## config.mk

```make
export PLATFORM = sky130hd
export DESIGN_NAME = mem_stage
export DESIGN_NICKNAME = d
export VERILOG_FILES = /design/src/rtl/mem_stage_pkg.sv /design/src/rtl/mem_stage_lane_align.sv /design/src/rtl/mem_stage.sv
export SDC_FILE = /design/constraint.sdc
export NUM_CORES = 1
export LEC_CHECK = 0
export CORE_MARGIN = 2
export CORE_UTILIZATION = 39
export DETAILED_ROUTE_END_ITERATION = 10
export PLACE_DENSITY = 0.75
export SLEW_MARGIN = 20
export SYNTH_ARGS = -nofsm -noshare
export SYNTH_HDL_FRONTEND = slang
export SYNTH_HIERARCHICAL = 1
export SYNTH_SLANG_ARGS = --single-unit
```

## constraint.sdc

```tcl
create_clock -name clk -period 4.2 [get_ports clk]
set_input_delay 0.42 -clock clk [delete_from_list [all_inputs] [get_ports clk]]
set_output_delay 0.42 -clock clk [all_outputs]
set_load 0.03 [all_outputs]
```

## src/rtl/mem_stage_pkg.sv

```systemverilog
// Shared uop types for the pipeline plus the memory-stage helper functions.
// The data-memory lane rules live here so that the stage and any unit test
// of the lane logic agree on one definition.
package Uop;

  typedef logic [31:0] w_t;
  typedef logic [29:0] waddr_t;
  typedef logic [4:0]  reg_t;
  typedef logic [3:0]  flags_t;

  typedef enum logic [1:0] {
    EX_NONE      = 2'd0,
    EX_ILLEGAL   = 2'd1,
    EX_MEM_ALIGN = 2'd2,
    EX_MEM_MISS  = 2'd3
  } ex_t;

  typedef enum logic [1:0] {
    MEM_B = 2'd0,
    MEM_H = 2'd1,
    MEM_W = 2'd2
  } mem_op_sz_t;

  typedef struct packed {
    logic       en;
    logic       we;
    mem_op_sz_t sz;
    logic       signExtend;
  } mem_op_t;

  // 2 + 5 + 32 + 32 + 5 + 1 + 4 = 81 bits
  typedef struct packed {
    ex_t     ex;
    reg_t    rd;
    w_t      rdVal;
    w_t      rs2Val;
    mem_op_t memOp;
    logic    flagsValid;
    flags_t  flags;
  } execute_t;

  // 2 + 5 + 32 + 1 + 4 = 44 bits
  typedef struct packed {
    ex_t    ex;
    reg_t   rd;
    w_t     rdVal;
    logic   flagsValid;
    flags_t flags;
  } memory_t;

  typedef enum logic [1:0] {
    MS_IDLE = 2'd0,
    MS_BUS  = 2'd1,
    MS_OUT  = 2'd2
  } mem_stage_state_t;

  localparam int EXECUTE_W = $bits(execute_t);
  localparam int MEMORY_W  = $bits(memory_t);

  // Byte enables for an access of the given size at the given byte offset.
  function automatic logic [3:0] mem_be(mem_op_sz_t sz, logic [1:0] addrLo);
    logic [3:0] be;
    case (sz)
      MEM_B:   be = 4'b0001 << addrLo;
      MEM_H:   be = 4'b0011 << addrLo;
      default: be = 4'b1111;
    endcase
    return be;
  endfunction

  // Halfwords need an even address, words a multiple of four, bytes anything.
  function automatic logic mem_misaligned(mem_op_sz_t sz, logic [1:0] addrLo);
    logic bad;
    case (sz)
      MEM_B:   bad = 1'b0;
      MEM_H:   bad = addrLo[0];
      default: bad = (addrLo != 2'b00);
    endcase
    return bad;
  endfunction

  // Store data is replicated across every lane so the bus only needs byte enables.
  function automatic w_t mem_store_data(mem_op_sz_t sz, w_t rs2Val);
    w_t data;
    case (sz)
      MEM_B:   data = {4{rs2Val[7:0]}};
      MEM_H:   data = {2{rs2Val[15:0]}};
      default: data = rs2Val;
    endcase
    return data;
  endfunction

  // Pulls the addressed lane out of a load word and extends it to 32 bits.
  // Anything that is not an enabled load yields zero.
  function automatic w_t mem_load_extract(mem_op_t op, logic [1:0] addrLo, w_t data);
    logic [7:0]  b;
    logic [15:0] h;
    w_t          r;
    b = data[{addrLo, 3'b000} +: 8];
    h = data[{addrLo[1], 4'b0000} +: 16];
    case (op.sz)
      MEM_B:   r = op.signExtend ? {{24{b[7]}}, b} : {24'd0, b};
      MEM_H:   r = op.signExtend ? {{16{h[15]}}, h} : {16'd0, h};
      default: r = data;
    endcase
    if (!op.en || op.we) begin
      r = '0;
    end
    return r;
  endfunction

endpackage

```

## src/rtl/mem_stage_lane_align.sv

```systemverilog
// Combinational byte-lane logic for the memory stage: byte enables,
// replicated store data and load lane extraction with sign/zero extension.
module mem_lane_align
  import Uop::*;
(
  input  mem_op_t    i_memOp,
  input  logic [1:0] i_addrLo,
  input  w_t         i_rs2Val,
  input  w_t         i_rdata,
  output logic [3:0] o_be,
  output w_t         o_wdata,
  output w_t         o_loadVal
);

  // Lane steering for both directions of the bus.
  always_comb begin
    o_be      = '0;
    o_wdata   = '0;
    o_loadVal = mem_load_extract(i_memOp, i_addrLo, i_rdata);
    if (i_memOp.en) begin
      o_be = mem_be(i_memOp.sz, i_addrLo);
    end
    if (i_memOp.en && i_memOp.we) begin
      o_wdata = mem_store_data(i_memOp.sz, i_rs2Val);
    end
  end

endmodule

```

## src/rtl/mem_stage.sv

```systemverilog
// Memory stage: accepts one execute uop per handshake, checks alignment,
// runs a single data-memory bus transaction for loads/stores and hands a
// memory uop to writeback. Non-memory and faulted uops pass straight through.
module mem_stage
  import Uop::*;
#(
  parameter int TIMEOUT_CYCLES = 255
) (
  input  logic     clk,
  input  logic     rst_n,
  input  logic     flush,
  input  logic     in_valid,
  output logic     in_ready,
  input  execute_t in_uop,
  output logic     out_valid,
  input  logic     out_ready,
  output memory_t  out_uop,
  output logic     dmem_req,
  output logic     dmem_we,
  output waddr_t   dmem_addr,
  output logic [3:0] dmem_be,
  output w_t       dmem_wdata,
  input  logic     dmem_ack,
  input  w_t       dmem_rdata,
  input  logic     dmem_err
);

  mem_stage_state_t r_state;
  mem_stage_state_t w_nextState;

  logic       w_accept;
  logic       w_inMisaligned;
  logic       w_inNeedsBus;
  logic       w_ackOrErr;
  logic       w_busDone;

  mem_op_t    w_alignMemOp;
  logic [1:0] w_alignAddrLo;
  logic [3:0] w_be;
  w_t         w_wdata;
  w_t         w_loadVal;

  memory_t    w_inResult;
  memory_t    w_busResult;

  memory_t    r_outUop;
  logic [15:0] r_count;
  logic       r_flushed;
  w_t         r_addr;
  mem_op_t    r_memOp;
  reg_t       r_rd;
  logic       r_flagsValid;
  flags_t     r_flags;

  logic       r_dmemWe;
  waddr_t     r_dmemAddr;
  logic [3:0] r_dmemBe;
  w_t         r_dmemWdata;

  assign out_uop    = r_outUop;
  assign dmem_we    = r_dmemWe;
  assign dmem_addr  = r_dmemAddr;
  assign dmem_be    = r_dmemBe;
  assign dmem_wdata = r_dmemWdata;

  // Classify the incoming uop and the bus response of the current cycle.
  always_comb begin
    w_accept       = in_valid && in_ready;
    w_inMisaligned = mem_misaligned(in_uop.memOp.sz, in_uop.rdVal[1:0]);
    w_inNeedsBus   = (in_uop.ex == EX_NONE) && in_uop.memOp.en && !w_inMisaligned;
    w_ackOrErr     = dmem_ack || dmem_err;
    w_busDone      = w_ackOrErr || (r_count == 16'd1);
  end

  // The lane logic serves the incoming uop, except in BUS where it extracts the load.
  always_comb begin
    w_alignMemOp  = in_uop.memOp;
    w_alignAddrLo = in_uop.rdVal[1:0];
    if (r_state == MS_BUS) begin
      w_alignMemOp  = r_memOp;
      w_alignAddrLo = r_addr[1:0];
    end
  end

  mem_lane_align u_laneAlign (
    .i_memOp   (w_alignMemOp),
    .i_addrLo  (w_alignAddrLo),
    .i_rs2Val  (in_uop.rs2Val),
    .i_rdata   (dmem_rdata),
    .o_be      (w_be),
    .o_wdata   (w_wdata),
    .o_loadVal (w_loadVal)
  );

  // Result for uops that never touch the bus: pass-through or alignment fault.
  always_comb begin
    w_inResult            = '0;
    w_inResult.ex         = in_uop.ex;
    w_inResult.rd         = in_uop.rd;
    w_inResult.rdVal      = in_uop.rdVal;
    w_inResult.flagsValid = in_uop.flagsValid;
    w_inResult.flags      = in_uop.flags;
    if ((in_uop.ex == EX_NONE) && in_uop.memOp.en && w_inMisaligned) begin
      w_inResult.ex = EX_MEM_ALIGN;
    end
  end

  // Result when the bus completes; err beats ack and timeout counts as a miss.
  always_comb begin
    w_busResult            = '0;
    w_busResult.rd         = r_rd;
    w_busResult.flagsValid = r_flagsValid;
    w_busResult.flags      = r_flags;
    w_busResult.rdVal      = r_addr;
    if (dmem_ack && !dmem_err) begin
      w_busResult.ex = EX_NONE;
      if (!r_memOp.we) begin
        w_busResult.rdVal = w_loadVal;
      end
    end else begin
      w_busResult.ex = EX_MEM_MISS;
    end
  end

  // State register.
  always_ff @(posedge clk or negedge rst_n) begin
    if (!rst_n) begin
      r_state <= MS_IDLE;
    end else begin
      r_state <= w_nextState;
    end
  end

  // Next-state logic; a flushed bus transaction still runs to completion.
  always_comb begin
    w_nextState = r_state;
    case (r_state)
      MS_IDLE: begin
        if (w_accept) begin
          w_nextState = w_inNeedsBus ? MS_BUS : MS_OUT;
        end
      end
      MS_BUS: begin
        if (w_busDone) begin
          w_nextState = (r_flushed || flush) ? MS_IDLE : MS_OUT;
        end
      end
      MS_OUT: begin
        if (flush) begin
          w_nextState = MS_IDLE;
        end else if (out_ready) begin
          if (w_accept) begin
            w_nextState = w_inNeedsBus ? MS_BUS : MS_OUT;
          end else begin
            w_nextState = MS_IDLE;
          end
        end
      end
      default: w_nextState = MS_IDLE;
    endcase
  end

  // State-decoded outputs: handshake readiness, result valid and bus request.
  always_comb begin
    in_ready  = 1'b0;
    out_valid = 1'b0;
    dmem_req  = 1'b0;
    case (r_state)
      MS_IDLE: in_ready = !flush;
      MS_BUS:  dmem_req = 1'b1;
      MS_OUT: begin
        out_valid = 1'b1;
        in_ready  = out_ready && !flush;
      end
      default: ;
    endcase
  end

  // Uop capture, bus request fields, timeout counter and the output register.
  always_ff @(posedge clk or negedge rst_n) begin
    if (!rst_n) begin
      r_outUop     <= '0;
      r_count      <= '0;
      r_flushed    <= 1'b0;
      r_addr       <= '0;
      r_memOp      <= '0;
      r_rd         <= '0;
      r_flagsValid <= 1'b0;
      r_flags      <= '0;
      r_dmemWe     <= 1'b0;
      r_dmemAddr   <= '0;
      r_dmemBe     <= '0;
      r_dmemWdata  <= '0;
    end else if (w_accept) begin
      r_rd         <= in_uop.rd;
      r_flagsValid <= in_uop.flagsValid;
      r_flags      <= in_uop.flags;
      r_addr       <= in_uop.rdVal;
      r_memOp      <= in_uop.memOp;
      r_flushed    <= 1'b0;
      if (w_inNeedsBus) begin
        r_dmemAddr  <= in_uop.rdVal[31:2];
        r_dmemBe    <= w_be;
        r_dmemWe    <= in_uop.memOp.we;
        r_dmemWdata <= w_wdata;
        r_count     <= 16'(TIMEOUT_CYCLES);
      end else begin
        r_outUop <= w_inResult;
      end
    end else if (r_state == MS_BUS) begin
      if (flush) begin
        r_flushed <= 1'b1;
      end
      if (!w_ackOrErr) begin
        r_count <= r_count - 16'd1;
      end
      if (w_busDone) begin
        r_outUop <= w_busResult;
      end
    end
  end

endmodule

```

==> metrics.txt <==
first-pass GRT wire length 42300 µm; die area 0.0246 mm²; die height 157 µm; outcome complete, no violations; Slew @ Worst Pin 0.999 ns; Yosys cell types 55; slew margin rel. 33.4%; remaining global-route overflow 0; top cells by area, synth dfrtp_1 (49%), mux2_2 (16%), nand2_1 (6.5%); total clock buffers created by CTS 17; finished layout cell area 0.0123 mm²; # port buffers 233; CP startpoint kind flop; Non-Filler Instances 1398; Clock Sink Count 177; Cell Area, Placed 0.0117 mm²; final-stage net count 1193; part of the cycle the worst path needs 86.7%; Synth area leader dfrtp_1; fmax 275 MHz; number of H-tree levels 4; Clock Latency Late Sink 0.43 ns; CP Capture Type flop; Worst Path Arrival 4.01 ns; Power Total 8.10 mW; DP Wirelength 19100 µm; register area share after synthesis 48.6%; gp weighted congestion 0.921; Min Hold Slack 0.445 ns; most frequent cells in the layout clkdlybuf4s50_1 (232), dfrtp_1 (177), nand2_1 (156); Peak VDD IR 0.365 mV; All-Layer GR Usage 22.2%; clk buf depth 2; routed wire length 27500 µm; root buffer cell clkbuf_16; max-cap viol count 0; Yosys Warn Count 6; CTS tree yes; synthesized instance count 865; Initial Util 40.0%; commonest non-fill, non-tap cell in the layout clkdlybuf4s50_1; row count 55; worst-path maximum fanout 16; Worst Skew 0.0116 ns; CTS resizes 0; Top FF cell, synth dfrtp_1; I/O pins 234; FFs w/ async S/R, synth 100%; initial antenna violation count 2; final setup margin 0.560 ns; initial drt markers 478; CP cell instances nand2b_1 > clkinv_1 > nand2_1 > nand2_1 > nor2b_1 > nand3_1 > o21ai_0 > mux2i_1 > o21ai_0 > mux2_2; DRC violations left 0; crit path kind flop to flop; layout cells sized above 1 18.9%; synth-to-layout area growth 34.8%; Worst Hold Class input port to asynchronous set/reset pin; Worst Path Required 4.57 ns; unrepaired setup endpoints after global routing no; CTS clock-pin slew for the worst setup and hold paths 0.07 ns; worst slack at placement 0.661 ns; Sum Neg Setup Slack 0 ns; Post-Syn Area 0.00912 mm²; DR vias/cell 5.37; PwrDens 659 mW/mm²; via count 7501; Die Wd 157 µm; Slew Viols, Final 0; CORE AREA 0.0228 mm²; synthesis-stage register bit count 177; largest net degree at the start of global routing 119; Crit path largest cell delay 0.65 ns; Avg Cell Area, Syn 10.5 µm²; Detail Route Antenna Nets 0; Syn Nets 987; Final Util 54.0%; post-layout min period 3.64 ns; 1st-pass router iterations 5; WL/cell 19.7 µm; vias in the first global route 7645; Final setup viols 0; Synth top area share 48.6%; Post-synth EDFFs 0; final hold violations 0; Slowest-stage cell, CP nand3_1; Setup Buffers After CTS 0; static leakage 5.43 nW; placed cell count 1363
==> repair_timing <==
| item | CTS | global route |
|---|---|---|
| hold endpoints to repair | 0 | 28 |
| setup endpoints to repair | 0 | 0 |
| hold buffers | 0 | 1 |
==> critical path: cells and delay by family, from the launching register on <==
kind / cells / cell delay, ns
AOI/OAI and AO/OA: 2 / 0.56
DFF: 1 / 0.49
muxes: 2 / 0.28
buffers and inverters: 1 / 0.35
and+or+nand+nor: 5 / 1.91
==> path summary, 6_finish.rpt <==
| kind | startpoint | to | slack, ns | cells after the start |
|---|---|---|---|---|
| max | r_state[1] | out_uop[36] | 0.56 | 10 |
| min | rst_n | dmem_wdata[17] | 0.44 | 2 |
| max reg2reg | r_state[1] | out_uop[36] | 0.56 | 10 |
| min reg2reg | r_addr[23] | r_addr[23] | 0.48 | 2 |
| max in group asynchronous | rst_n | r_addr[7] | 2.56 | 4 |
| min in group clk | r_addr[23] | r_addr[23] | 0.48 | 2 |
==> layer usage <==
| layer | routed length (µm) | vias to the layer above | GRT usage, % |
|---|---|---|---|
| met2 | 12900 | 292 | 36.2 |
| met5 | 11 | - | 0 |
| li1 | - | 3490 | - |
| met4 | 519 | 2 | 5.99 |
| met3 | 2330 | 38 | 7.38 |
| met1 | 11800 | 3679 | 28.4 |
==> Yosys cell counts, types with 7 or more instances <==
cell and count:
clkbuf_1 33, o21ai_0 58, mux2_4 9, nand2b_1 7
a211oi_1 8, buf_6 8, nand3_1 13, nand4_1 36
mux2i_1 49, mux2_2 129, nor2_1 19, o21ai_1 9
buf_2 13, a31oi_1 8, nand2_1 157, dfrtp_1 177
and3_1 9, buf_4 7, a21oi_1 38
==> registers in the layout, summed over array words and instances, names as in the netlist <==
name / cells
dmem_wdata: 32
r_state: 2
dmem_we: 1
r_flagsValid: 1
r_memOp: 5
dmem_be: 4
r_rd: 5
r_count: 16
r_addr: 32
dmem_addr: 30
r_flushed: 1
out_uop: 44
r_flags: 4
==> where the power goes <==
| part | internal, mW | total (mW) | switching [mW] | leakage, nW |
|---|---|---|---|---|
| Sequential | 2.35 | 2.74 | 0.390 | 2.27 |
| Clock | 0.851 | 1.62 | 0.770 | 0.295 |
| Combinational | 1.64 | 3.74 | 2.10 | 2.86 |
==> kinds of logic (layout without fill, tap and decap cells) <==
logic type	after synthesis	in the layout	share of synthesized area, %
compound gates	143	143	8.93
xor+xnor	5	5	0.480
fa+ha+maj	2	2	0.274
buf+inv	71	290	4.05
flops	177	177	48.6
mux	189	189	23.2
other cells	0	1	0
simple gates	278	278	14.5
==> area by class of cell <==
| type | instances | area [µm²] |
|---|---|---|
| inverters | 7 | 26.3 |
| fillers | 2068 | 10500 |
| diodes | 1 | 2.50 |
| clock buffers | 17 | 425 |
| clock inverters | 15 | 169 |
| flip-flops and latches | 177 | 4430 |
| well taps | 313 | 392 |
| multi-input cells | 617 | 4350 |
| repair buffers | 251 | 2490 |
Note: power is estimated with default switching activity, not from simulation.
